--- src/rtl/serial_byte_deframer.sv ---
// -----------------------------------------------------------------------------
// serial_byte_deframer
// Assembles a framed serial bitstream into a parallel word, optionally checks a
// trailing parity bit, and hands the word downstream over a valid/ready
// handshake. Feeds the d bus and load strobe of the 8-bit data latch.
//
// Ports:
//   clk          rising-edge clock
//   rst          synchronous active-high reset
//   sin          serial data bit
//   sin_valid    sin is valid this cycle
//   frame_start  marks sin as the first data bit of a frame
//   d            assembled word, first received bit lands in d[0]
//   out_valid    d holds a completed, unconsumed word
//   out_ready    downstream can take the word
//   latch_en     out_valid & out_ready, load strobe for the latch
//   parity_err   parity mismatch for the word on d (meaningful while out_valid)
//   framing_err  one-cycle pulse when a frame is aborted by an early frame_start
//   overrun      sticky flag: a bit arrived while a word was being held
// -----------------------------------------------------------------------------
module serial_byte_deframer #(
  parameter int WIDTH      = 8,
  parameter int PARITY_EN  = 1,
  parameter int PARITY_ODD = 0
) (
  input  logic             clk,
  input  logic             rst,
  input  logic             sin,
  input  logic             sin_valid,
  input  logic             frame_start,
  output logic [0:WIDTH-1] d,
  output logic             out_valid,
  input  logic             out_ready,
  output logic             latch_en,
  output logic             parity_err,
  output logic             framing_err,
  output logic             overrun
);

  localparam int CW = $clog2(WIDTH + 1);

  typedef enum logic [2:0] {
    ST_IDLE   = 3'd0,
    ST_SHIFT  = 3'd1,
    ST_PARITY = 3'd2,
    ST_LOAD   = 3'd3,
    ST_HOLD   = 3'd4
  } state_t;

  state_t           state_r, state_next_s;
  logic [0:WIDTH-1] shreg_r, shreg_next_s;
  logic [CW-1:0]    cnt_r, cnt_next_s;
  logic             perr_r, perr_next_s;
  logic [0:WIDTH-1] d_r, d_next_s;
  logic             out_valid_r, out_valid_next_s;
  logic             parity_err_r, parity_err_next_s;
  logic             framing_err_r, framing_err_next_s;
  logic             overrun_r, overrun_next_s;

  // Parity mismatch: XOR of data and parity bit must equal the selected sense.
  function automatic logic calc_perr(input logic [0:WIDTH-1] data, input logic pbit);
    return ((^data) ^ pbit) != (PARITY_ODD != 0);
  endfunction

  // Returns data with the bit at position idx replaced by b.
  function automatic logic [0:WIDTH-1] put_bit(input logic [0:WIDTH-1] data,
                                               input logic [CW-1:0]    idx,
                                               input logic             b);
    logic [0:WIDTH-1] res;
    for (int i = 0; i < WIDTH; i++) begin
      if (idx == CW'(i)) begin
        res[i] = b;
      end else begin
        res[i] = data[i];
      end
    end
    return res;
  endfunction

  // Next-state and next-value logic for the deframer FSM and its datapath.
  always_comb begin
    state_next_s       = state_r;
    shreg_next_s       = shreg_r;
    cnt_next_s         = cnt_r;
    perr_next_s        = perr_r;
    d_next_s           = d_r;
    out_valid_next_s   = out_valid_r;
    parity_err_next_s  = parity_err_r;
    framing_err_next_s = 1'b0;
    overrun_next_s     = overrun_r;

    case (state_r)
      ST_IDLE: begin
        // Bits without frame_start are ignored while idle.
        if (sin_valid && frame_start) begin
          shreg_next_s = put_bit(shreg_r, CW'(0), sin);
          cnt_next_s   = CW'(1);
          state_next_s = ST_SHIFT;
        end else begin
          state_next_s = ST_IDLE;
        end
      end

      ST_SHIFT: begin
        if (sin_valid && frame_start) begin
          // Abort: the same bit restarts a fresh frame.
          framing_err_next_s = 1'b1;
          shreg_next_s       = put_bit(shreg_r, CW'(0), sin);
          cnt_next_s         = CW'(1);
          state_next_s       = ST_SHIFT;
        end else if (sin_valid) begin
          shreg_next_s = put_bit(shreg_r, cnt_r, sin);
          cnt_next_s   = cnt_r + CW'(1);
          if (cnt_r == CW'(WIDTH - 1)) begin
            state_next_s = (PARITY_EN != 0) ? ST_PARITY : ST_LOAD;
          end else begin
            state_next_s = ST_SHIFT;
          end
        end else begin
          state_next_s = ST_SHIFT;
        end
      end

      ST_PARITY: begin
        if (sin_valid && frame_start) begin
          framing_err_next_s = 1'b1;
          shreg_next_s       = put_bit(shreg_r, CW'(0), sin);
          cnt_next_s         = CW'(1);
          state_next_s       = ST_SHIFT;
        end else if (sin_valid) begin
          perr_next_s  = calc_perr(shreg_r, sin);
          state_next_s = ST_LOAD;
        end else begin
          state_next_s = ST_PARITY;
        end
      end

      ST_LOAD: begin
        d_next_s          = shreg_r;
        parity_err_next_s = (PARITY_EN != 0) ? perr_r : 1'b0;
        out_valid_next_s  = 1'b1;
        state_next_s      = ST_HOLD;
        // A bit here would be lost just like in HOLD.
        if (sin_valid) begin
          overrun_next_s = 1'b1;
        end else begin
          overrun_next_s = overrun_r;
        end
      end

      ST_HOLD: begin
        if (sin_valid) begin
          overrun_next_s = 1'b1;
        end else begin
          overrun_next_s = overrun_r;
        end
        if (out_ready) begin
          out_valid_next_s = 1'b0;
          state_next_s     = ST_IDLE;
        end else begin
          out_valid_next_s = 1'b1;
          state_next_s     = ST_HOLD;
        end
      end

      default: begin
        state_next_s = ST_IDLE;
      end
    endcase
  end

  // State and datapath registers with synchronous reset.
  always_ff @(posedge clk) begin
    if (rst) begin
      state_r       <= ST_IDLE;
      shreg_r       <= '0;
      cnt_r         <= '0;
      perr_r        <= 1'b0;
      d_r           <= '0;
      out_valid_r   <= 1'b0;
      parity_err_r  <= 1'b0;
      framing_err_r <= 1'b0;
      overrun_r     <= 1'b0;
    end else begin
      state_r       <= state_next_s;
      shreg_r       <= shreg_next_s;
      cnt_r         <= cnt_next_s;
      perr_r        <= perr_next_s;
      d_r           <= d_next_s;
      out_valid_r   <= out_valid_next_s;
      parity_err_r  <= parity_err_next_s;
      framing_err_r <= framing_err_next_s;
      overrun_r     <= overrun_next_s;
    end
  end

  assign d           = d_r;
  assign out_valid   = out_valid_r;
  assign parity_err  = parity_err_r;
  assign framing_err = framing_err_r;
  assign overrun     = overrun_r;
  // The latch strobe must follow out_ready in the same cycle.
  assign latch_en    = out_valid_r & out_ready;

endmodule

--- config.mk ---
export PLATFORM = sky130hd
export DESIGN_NAME = serial_byte_deframer
export DESIGN_NICKNAME = d
export VERILOG_FILES = /design/src/rtl/serial_byte_deframer.sv
export SDC_FILE = /design/constraint.sdc
export NUM_CORES = 1
export LEC_CHECK = 0
export BUFFER_PORTS_ARGS = -buffer_cell sky130_fd_sc_hd__clkbuf_2
export CORE_MARGIN = 2
export CORE_UTILIZATION = 47
export CTS_BUF_LIST = sky130_fd_sc_hd__clkbuf_8
export CTS_CLUSTER_SIZE = 25
export DETAILED_ROUTE_END_ITERATION = 8
export PLACE_DENSITY = 0.76
export REMOVE_ABC_BUFFERS = 1
export SYNTH_ARGS = -nofsm -noshare
export SYNTH_HDL_FRONTEND = slang
export SYNTH_SLANG_ARGS = --single-unit
--- constraint.sdc ---
create_clock -name clk -period 1.6 [get_ports clk]
set_input_delay 0 -clock clk [delete_from_list [all_inputs] [get_ports clk]]
set_output_delay 0 -clock clk [all_outputs]
set_load 0.01 [all_outputs]
Yosys cells after proc, flatten, opt, wreduce, memory -nomap -nowiden. Cells that the tools add are included.

Flip-flop bits (word level): 28. Input bits: 6. Output and inout bits: 13. Logic and storage cells: 84.

$add $sub $neg: 1. Equality and inequality tests: 14. Multiplexer cells: 27. Bitwise gates (word level): 5. Reduce and logical (&&, ||, !) cells: 21.

Operators with widths (count): $reduce_and A5 Y1 (7); $mux W8 (3); $eq A4 B3 Y1 const B (4); $pmux W8 S2 (1); $pmux W3 S5 (1); $mux W1 (12); $mux W4 (3); $mux W3 (3); $eq A4 B2 Y1 const B (2); $pmux W4 S2 (1); $reduce_or A2 Y1 (4); $reduce_xor A8 Y1 (1); $eq A3 B2 Y1 const B (2); $ne A3 B3 Y1 const B (2); $reduce_and A3 Y1 (2); $add A4 B1 Y4 const B (1); $eq A4 B1 Y1 const B (1); $logic_not A4 Y1 (1); $mux W2 (2); $reduce_and A4 Y1 (1); $reduce_bool A2 Y1 (2); $eq A3 B1 Y1 const B (1); $eq A3 B3 Y1 const B (1); $logic_not A3 Y1 (1); other kinds (7) (9).

Longest topological paths before layout.
Word-level depth: 5. Mapped depth: 6. Mapped depth without buffers: 6.

Least setup slack after synthesis. Ideal clock, no wire load.

Path kind: register -> register. From: reg shreg_r[7] (netlist bit). To: reg perr_r. Setup time: 0.127 ns. Arrival time: 1.340 ns. Required time: 1.473 ns. Path slack: 0.133 ns. Stages on the path, launching flop included: 5. Path buffers: 0. Period minus slack after synthesis: 1.467 ns. Cell sequence: dfxtp_1 xor2_1 xnor3_1 and4b_1 or3_1.

Longest elaborated chain between the ends: 2.

Ends and longest elaborated chain: from (decl) (line 51) `logic [0:WIDTH-1] shreg_r, shreg_next_s;`; from (signal assigned) (line 186) `shreg_r <= shreg_next_s;`; $reduce_xor A8 Y1 (line 62) `return ((^data) ^ pbit) != (PARITY_ODD != 0);`; $xor A1 B1 Y1 (line 62); to (signal assigned) (line 188) `perr_r <= perr_next_s;`; to (decl) (line 53) `logic perr_r, perr_next_s;`.

No other way between the ends. A chain may end at the register's enable or synchronous reset.

Worst setup path in the final report. Same ends and word-level chain as after synthesis.

==> key figures <==
Die
  • DIE AREA: 0.003380 mm2
  • Starting Density: 0.4953
  • Row count: 19
  • IO Count: 19
  • Die width: 58.14 um
  • Chip height: 58.14 um
  • Core region area: 0.002781 mm2

Worst setup path
  • R2r endpoint: perr_r
  • R2R cell count: 4
  • Critical path arrival: 1.68 ns
  • Crit path cell chain: xor2_1, xnor3_1, and4b_1, or3_1
  • Worst r2r src: shreg_r[7]
  • Kind of critical path: flip-flop to flip-flop
  • Worst setup EP type: flip-flop
  • Crit path max fanout: 3
  • Startpoint types: flip-flop
  • Worst EP required: 1.76 ns
  • Slowest library cell on the worst path: xnor3_1
  • Crit-path max cell delay: 0.44 ns
  • Flop2flop setup slack: 0.07 ns

Power and ir drop
  • Worst VDD drop: 0.5920 mV
  • PnR Total Power: 1.181 mW
  • Power Dens Cells: 746.9 mW/mm2
  • LEAKAGE: 0.7574 nW

STA
  • Tcrit/Tclk final: 0.9532
  • Least-Margin Pin Slew: 0.4786 ns
  • Final hold viol count: 0
  • Setup WS post-layout: 0.07492 ns
  • Slew headroom: 0.6809
  • Hold_ws: 0.02050 ns
  • Final Setup Violations: 0
  • Unrepaired setup endpoints after global routing: yes
  • Clock Skew: 0.004435 ns
  • Max Freq: 0.6557 GHz
  • Min cycle time layout: 1.525 ns
  • Slew Viols, Final: 0

Clocking
  • Cts hold-fix bufs: 0
  • CTS tree: yes
  • Postcts setup bufs: 0
  • Clock Tree Root: clkbuf_8
  • Num Clock Sinks: 28
  • Num CTS Buffers: 3
  • Worst skew pair latency: 0.27 ns
  • H-tree depth: 1
  • Clk buf depth: 2
  • Clk pin slew, worst setup/hold paths: 0.09 ns

Synth
  • Synth Area per Inst: 9.308 um2
  • Dominant cell type by area after synthesis: dfxtp_1
  • Largest cells by area after synthesis: dfxtp_1 41%, mux2i_1 12%, nor2_1 5.4%, xnor2_1 3.8%, ha_1 3.6%
  • Seq/Total Area, Yosys: 0.4069
  • Seq cells post-synth: 28
  • Synth top area share: 0.4069
  • Gate Count Post-Synth: 148
  • Yosys warns: 0
  • Post-synth EDFFs: 0
  • Mapped cell area: 0.001378 mm2
  • Commonest cells in the netlist: 28 x dfxtp_1, 20 x nor2_1, 16 x mux2i_1, 7 x a21oi_1, 6 x xnor2_1
  • Async SR Flop Fraction: 0
  • Netlist cell types: 38
  • Top FF cell, synth: dfxtp_1
  • Cell with the most instances after synthesis: dfxtp_1

Global route
  • First-pass GRT wire length: 4609 um
  • Global Route met2 Usage: 0.2825
  • Met1 Track Usage GR: 0.2232
  • GRT Total Usage: 0.1744
  • Grt total ovfl: 0
  • Vias in the first global route: 1,097
  • Met3 Use GR: 0.03125
  • Largest net degree at the start of global routing: 26
  • Initial antenna violation count: 0
  • Top Usage Layer GRT: met2

Cells and area
  • Nets: 180
  • Antenna cells: 0
  • Fraction of final layout cells sized beyond drive strength 1: 0.2202
  • Final non-filler cell total: 199
  • Synthesis-to-finish area growth: 14.80%

Drt
  • Drt via density: 5.643
  • DR pass1 iterations: 4
  • Final wirelength: 2610 um
  • DRC: 0
  • WL/cell: 13.12 um
  • DR vias: 1,123
  • Post-route ant nets: 0
  • DRT iter0 DRCs: 13

Status
  • Status: completed

Worst hold path
  • Hold Path Class: input pin to flip-flop
  • HP Start: out_ready
  • Hold Crit Depth: 3
  • Hold EP: state_r[2]

Placement
  • Cells after DPL: 196
  • Place WS: 0.005073 ns
  • Hpwl dp: 1942 um
  • Port Buf Inserts: 18
  • GP Congestion: 0.8415

Job
  • MaxCap Viol Count: 0
cells in the final DEF, fill, tap and decap left out, types with 2 or more instances in the layout:
cell      count
mux2i_1      16
nand2_1       4
nor3b_2       2
buf_4         7
clkbuf_2     18
nor2b_1       3
ha_1          4
nand3_1       3
nor2_1       20
inv_1         4
o21ai_0       5
nand4_1       4
dfxtp_2       3
a21oi_1       7
nand4b_1      3
dfxtp_1      25
nor3_1        2
a211oi_1      2
xor2_1        2
nand3b_1      2
or2_2         2
xnor2_1       6
nor4_1        2
nand2b_1      4
clkbuf_8      3
metrics by stage:
stage,cell area [um2],utilization,setup TNS (ns)
floorplan,1335,-,0
global placement,1536,0.5524,0
detailed placement,1536,0.5524,0
CTS,1578,0.5673,0
global route,1582,0.5686,-0.02604
finish,1582,0.5686,0
cell type report:
class	count	area, um2
fill	245	1200
clock buffer	3	41.29
sequential	28	564.3
tap	31	38.79
timing repair buffer	26	162.7
inverter	4	15.01
multi-input combinational	107	759.5
worst max-delay path by stage:
stage,start,endpoint,slack [ns],depth (start not counted)
2_1_floorplan,shreg_r[7],perr_r,0.13,4
6_report,shreg_r[7],perr_r,0.07,4
3_5_place_dp,shreg_r[7],perr_r,0.005,4
3_3_place_gp,shreg_r[7],perr_r,0.10,4
5_1_grt,shreg_r[7],perr_r,-0.03,4
4_1_cts,shreg_r[6],perr_r,0.01,4
cells by family after synthesis:
| family | Yosys count | synth area share |
|---|---|---|
| AO/OA/AOI/OAI | 20 | 0.09264 |
| adder cells (fa/ha/maj) | 4 | 0.03633 |
| buffers and inverters | 13 | 0.04178 |
| AND/OR/NAND/NOR | 58 | 0.2389 |
| multiplexers | 16 | 0.1163 |
| XOR/XNOR | 9 | 0.06721 |
| flip-flops | 28 | 0.4069 |
state kept, by name, indices dropped and copies added, names as in the netlist:
register / cells
state_r: 3
parity_err: 1
framing_err: 1
shreg_r: 8
cnt_r: 4
out_valid: 1
perr_r: 1
overrun: 1
d: 8
critical path, delay by kind of cell, from the launching register on:
kind          cells  cell delay (ns)
flops             1             0.36
xor+xnor          2             0.60
simple gates      2             0.47
layer usage:
layer,share of wire,vias to the layer above
met1,0.45,535
met4,0.0065,0
met2,0.50,24
met5,0,-
li1,-,562
met3,0.044,2
repair_timing:
action | CTS | global route
resized for setup | 0 | 3
setup endpoints to repair | 1 | 2
pin swaps | 1 | 3
report_power, final:
part           internal, mW  switching [mW]
clock network         0.169           0.197
logic                0.0428          0.0604
registers             0.704         0.00912
No activity file was read; power rests on OpenSTA's default activity.
